$ cat config.mk
export PLATFORM = sky130hd
export DESIGN_NAME = uart_tx_arbiter
export DESIGN_NICKNAME = d
export VERILOG_FILES = /design/src/rtl/uart_pkg.sv /design/src/rtl/uart_rr_pick.sv /design/src/rtl/uart_tx_arbiter.sv
export SDC_FILE = /design/constraint.sdc
export NUM_CORES = 1
export LEC_CHECK = 0
export BUFFER_PORTS_ARGS = -buffer_cell sky130_fd_sc_hd__buf_4
export CAP_MARGIN = 30
export CORE_ASPECT_RATIO = 0.7
export CORE_MARGIN = 2
export CORE_UTILIZATION = 49
export DETAILED_ROUTE_END_ITERATION = 6
export GPL_TIMING_DRIVEN = 1
export PLACE_DENSITY = 0.87
export SLEW_MARGIN = 30
export SYNTH_ARGS = -nofsm -noshare
export SYNTH_HDL_FRONTEND = slang
export SYNTH_HIERARCHICAL = 1
export SYNTH_SLANG_ARGS = --single-unit
$ cat constraint.sdc
create_clock -name HCLK -period 2.7 [get_ports HCLK]
set_clock_uncertainty 0.05 [all_clocks]
set_input_delay 0.405 -clock HCLK [delete_from_list [all_inputs] [get_ports HCLK]]
set_output_delay 0.405 -clock HCLK [all_outputs]
set_load 0.05 [all_outputs]
$ cat src/rtl/uart_pkg.sv
// Shared constants for the uart_tx arbiter: FSM state encoding and byte width.
package uart_pkg;

  localparam int BYTE_W = 8;

  typedef logic [1:0] state_t;

  localparam state_t ST_IDLE  = 2'd0;
  localparam state_t ST_START = 2'd1;
  localparam state_t ST_WAIT  = 2'd2;

endpackage

$ cat src/rtl/uart_rr_pick.sv
// Combinational round-robin picker: first valid bit at or above ptr, wrapping modulo N.
module uart_rr_pick #(
  parameter int N  = 4,
  parameter int IW = (N > 1) ? $clog2(N) : 1
) (
  input  logic [N-1:0]  valid,
  input  logic [IW-1:0] ptr,
  output logic          any,
  output logic [IW-1:0] idx,
  output logic [N-1:0]  onehot
);

  localparam int DW = $clog2(2 * N);

  logic [2*N-1:0] dbl_valid;
  logic           hit;
  logic [DW-1:0]  hit_pos;

  // Scanning the doubled vector from ptr upward turns the wrap into a plain priority search.
  assign dbl_valid = {valid, valid};

  always_comb begin
    hit     = 1'b0;
    hit_pos = '0;
    for (int k = 0; k < N; k++) begin
      if (!hit && dbl_valid[DW'(int'(ptr) + k)]) begin
        hit     = 1'b1;
        hit_pos = DW'(int'(ptr) + k);
      end
    end
  end

  assign any = hit;

  always_comb begin
    if (hit_pos >= DW'(N)) begin
      idx = IW'(hit_pos - DW'(N));
    end else begin
      idx = IW'(hit_pos);
    end
  end

  generate
    for (genvar gi = 0; gi < N; gi++) begin : g_onehot
      assign onehot[gi] = hit && (idx == IW'(gi));
    end
  endgenerate

endmodule

$ cat src/rtl/uart_tx_arbiter.sv
// Round-robin arbiter sharing one uart_tx core among N_REQ byte-stream requesters,
// with an optional burst lock of up to LOCK_MAX bytes per grant.
module uart_tx_arbiter
  import uart_pkg::*;
#(
  parameter int N_REQ    = 4,
  parameter int LOCK_MAX = 4
) (
  input  logic                    HCLK,
  input  logic                    HRESET,
  input  logic                    en,
  input  logic [N_REQ-1:0]        req_valid,
  input  logic [BYTE_W*N_REQ-1:0] req_data,
  input  logic [N_REQ-1:0]        req_last,
  output logic [N_REQ-1:0]        req_ready,
  output logic [N_REQ-1:0]        grant,
  output logic                    busy,
  output logic                    tx_start,
  output logic [BYTE_W-1:0]       tx_data,
  input  logic                    tx_done
);

  localparam int IW = $clog2(N_REQ);
  localparam int CW = $clog2(LOCK_MAX + 1);

  state_t            state_reg, state_next;
  logic [IW-1:0]     rr_ptr_reg;
  logic [IW-1:0]     owner_reg;
  logic [CW-1:0]     cnt_reg;
  logic              last_reg;
  logic [BYTE_W-1:0] tx_data_reg;
  logic [N_REQ-1:0]  grant_reg;

  logic [BYTE_W-1:0] req_byte [N_REQ];
  logic              pick_any;
  logic [IW-1:0]     pick_idx;
  logic [N_REQ-1:0]  pick_onehot;
  logic              accept;
  logic              cont;
  logic              release_now;

  generate
    for (genvar gi = 0; gi < N_REQ; gi++) begin : g_bytes
      assign req_byte[gi] = req_data[BYTE_W*gi +: BYTE_W];
    end
  endgenerate

  uart_rr_pick #(
    .N  (N_REQ),
    .IW (IW)
  ) u_pick (
    .valid  (req_valid),
    .ptr    (rr_ptr_reg),
    .any    (pick_any),
    .idx    (pick_idx),
    .onehot (pick_onehot)
  );

  // Gating with HRESET keeps ready low while reset holds the FSM in IDLE.
  assign accept = (state_reg == ST_IDLE) && en && pick_any && !HRESET;

  assign cont = (state_reg == ST_WAIT) && tx_done && !last_reg &&
                (cnt_reg < CW'(LOCK_MAX)) && en && req_valid[owner_reg];

  assign release_now = (state_reg == ST_WAIT) && tx_done && !cont;

  always_ff @(posedge HCLK or posedge HRESET) begin
    if (HRESET) begin
      state_reg <= ST_IDLE;
    end else begin
      state_reg <= state_next;
    end
  end

  always_comb begin
    state_next = state_reg;
    case (state_reg)
      ST_IDLE:  if (accept) state_next = ST_START;
      ST_START: state_next = ST_WAIT;
      ST_WAIT: begin
        if (cont) begin
          state_next = ST_START;
        end else if (release_now) begin
          state_next = ST_IDLE;
        end
      end
      default:  state_next = ST_IDLE;
    endcase
  end

  always_comb begin
    req_ready = '0;
    if (accept) begin
      req_ready = pick_onehot;
    end else if (cont) begin
      req_ready = grant_reg;
    end
    busy     = (state_reg != ST_IDLE);
    tx_start = (state_reg == ST_START);
  end

  always_ff @(posedge HCLK or posedge HRESET) begin
    if (HRESET) begin
      rr_ptr_reg  <= '0;
      owner_reg   <= '0;
      cnt_reg     <= '0;
      last_reg    <= 1'b0;
      tx_data_reg <= '0;
      grant_reg   <= '0;
    end else if (accept) begin
      tx_data_reg <= req_byte[pick_idx];
      grant_reg   <= pick_onehot;
      owner_reg   <= pick_idx;
      cnt_reg     <= CW'(1);
      last_reg    <= req_last[pick_idx];
    end else if (cont) begin
      tx_data_reg <= req_byte[owner_reg];
      cnt_reg     <= cnt_reg + CW'(1);
      last_reg    <= req_last[owner_reg];
    end else if (release_now) begin
      grant_reg  <= '0;
      rr_ptr_reg <= (owner_reg == IW'(N_REQ - 1)) ? '0 : owner_reg + IW'(1);
    end
  end

  assign grant   = grant_reg;
  assign tx_data = tx_data_reg;

endmodule

==> run metrics <==
I/O Pins 62; cts repair resizes 0; HPWL after DPL ~3200 um; Total Wirelength 4100 um; Area growth, synth to finish 31.4%; Simple-Gate Fraction of Synth Area between 10% and 20%; first-pass GRT wire length 6540 um; nets around 240; syn nets 183; TritonRoute pass-1 iters 4; status finished, final reports clean; Die X approximately 74 um; worst-skew pair later-pin latency 0.26 ns; post-synth cell types 41; non-filler cells, final 241; core area roughly 3200 sq um; mux cell area share after synthesis 29.0%; Max Cap Violations 0; Chip Height 53.0 um; routability cong. 0.753; clk slew on worst S/H paths 0.07 ns; FF-to-FF End tx_data[2]; Reg-to-Reg Start rr_ptr_reg[1]; # H-tree levels 1; Post-Synth Adder-Cell Area 1.49%; CTS tree done; Slew HR about 69%; Critical Path Sink Type flop; Fin. Hold Viols 0; # fillers between 200 and 250; worst-path maximum fanout 13; area share of the largest cell type after synthesis 32.8%; WL/cell 17.0 um; Rows 17; CTS Sinks 22; initial antenna violation count 0; Power Density 945 nW/um^2; Util after Layout 68.8%; DRC violation total after the first TritonRoute iteration 53; Ys Warns 6; top-count cell post-synth dfrtp_1; Arr. time, crit path 2.54 ns; post-route ant nets 0; cell area after synthesis 1680 sq um; Least-Margin Pin Slew 0.468 ns; Leak 1.06 nW; Final Max Tran Viols 0; die footprint 3920 sq um; RSZ-0062 raised after global routing no; antenna cells 0; synth top area cells dfrtp_1 33%, mux4_2 24%, a22o_1 8.9%; Hold WC Path Type input port to async pin; largest family of logic cells by synthesized area multiplexers; Cells after Synth ~140; slowest library cell on the worst path dfrtp_1; vias in the first global route 1481; crit path kind flop to flop; sequential fraction of the synthesis area 32.8%; Synth Register Bits 22; clock buffer depth 2; Post-synth top cells 22 x dfrtp_1, 18 x mux4_2, 17 x a22o_1; hold_ws 0.0580 ns; DR vias approximately 1400; worst endpoint required time ~2.8 ns; r2r setup slk roughly 0.27 ns; Clock Root Buffer clkbuf_8; Setup Viol. Count Final 0; setup bufs post-CTS 0; fin crit period 2.43 ns; layout cells sized above 1 50.0%; post-synthesis xor/xnor area fraction 0%; Starting Density ~52%; Worst Reg-to-Reg Cells 7; I/O Buffers 61; Tcrit/Tclk final 90.1%; Post-synth EDFFs 0; total power 2.09 mW; Inst Count DP between 200 and 250; Startpoint Class flop; Total GRT Usage 22.8%; Post-synth top flop dfrtp_1; worst-path cell chain mux2i_1 -> nor2_1 -> a311oi_2 -> buf_4 -> mux4_2 -> a22o_1 -> a21o_1; # hold bufs at CTS 0; max reg flops 8; FFs w/ async S/R, synth 100%; Worst path max stage delay 0.58 ns; Setup TNS Final 0 ns; DR DRC count 0; Yosys top cell by area dfrtp_1; CTS buffer count 3; compound-gate portion of the synthesized area 20.2%; Avg Synthesized Cell Area between 10 and 15 sq um; vias per cell 5.99; maximum clock rate 411 MHz; grt total ovfl 0; Sequential Area 551 sq um; worst vdd ir 0.504 mV; multi-input logic area just over 1000 sq um; pin count of the biggest net entering global routing 23
[placed cells by master, fill, tap and decap left out, types with 2 or more instances in the layout]
cell | netlist | final
a21o_1 | 8 | 8
a21oi_1 | 8 | 8
a22o_1 | 17 | 17
buf_4 | 0 | 65
clkbuf_8 | 0 | 3
dfrtp_1 | 22 | 22
ha_1 | 2 | 2
inv_1 | 4 | 4
mux2_1 | 3 | 3
mux4_2 | 18 | 18
nand2_1 | 5 | 5
nor2_1 | 7 | 7
nor2b_1 | 2 | 2
nor3_1 | 2 | 2
o21ai_0 | 3 | 3
o221a_2 | 2 | 2
[metal layers]
| layer | global-route usage, % | part of all wire (%) | vias up |
|---|---|---|---|
| li1 | - | - | 658 |
| met4 | 6.06 | 0.61 | 0 |
| met3 | 5.33 | 6.5 | 4 |
| met5 | 0 | 0 | - |
| met1 | 27.7 | 41 | 722 |
| met2 | 40.8 | 52 | 59 |
[stage by stage]
stage	cell area [sq um]	worst slack (ns)
2_1_floorplan	1680	0.198
3_3_place_gp	2150	0.386
3_5_place_dp	2150	0.291
4_1_cts	2190	0.273
5_1_grt	2210	0.107
6_report	2210	0.266
[how the worst max path moves through the flow]
stage | from | cells after the start | slack [ns] | end
finish | rr_ptr_reg[1] | 7 | 0.27 | tx_data[2]
global placement | rr_ptr_reg[1] | 7 | 0.39 | tx_data[6]
detailed placement | rr_ptr_reg[1] | 7 | 0.29 | tx_data[6]
global route | rr_ptr_reg[1] | 7 | 0.11 | tx_data[2]
floorplan | state_reg[1] | 4 | 0.20 | req_ready[0]
CTS | rr_ptr_reg[1] | 7 | 0.27 | tx_data[6]
[cell families after synthesis]
family                   count (synthesis)
AO/OA/AOI/OAI                           44
AND/OR/NAND/NOR                         28
multiplexers                            24
flip-flops                              22
buffers and inverters                   17
adder cells (fa/ha/maj)                  2
[where the power goes]
| group | leakage [nW] | switching (mW) | internal, mW |
|---|---|---|---|
| logic | 0.762 | 0.707 | 0.592 |
| clock network | 0.0216 | 0.0987 | 0.0995 |
| registers | 0.277 | 0.128 | 0.461 |
| total | 1.06 | 0.934 | 1.15 |
[worst max-delay path, delay by kind of cell, from the launching register on]
kind,cells,cell delay (ns)
buffers and inverters,1,0.27
AND/OR/NAND/NOR,1,0.07
multiplexers,2,0.76
flip-flops,1,0.58
AO/OA/AOI/OAI,3,0.60
[final cells by class]
cell class | instances | share of cell area, %
clock buffers | 3 | 1.87
inverters | 5 | 0.850
multi-input cells | 98 | 46.9
flip-flops and latches | 22 | 24.9
well taps | 47 | 2.66
repair buffers | 66 | 22.8
(Power assumes the default switching activity.)
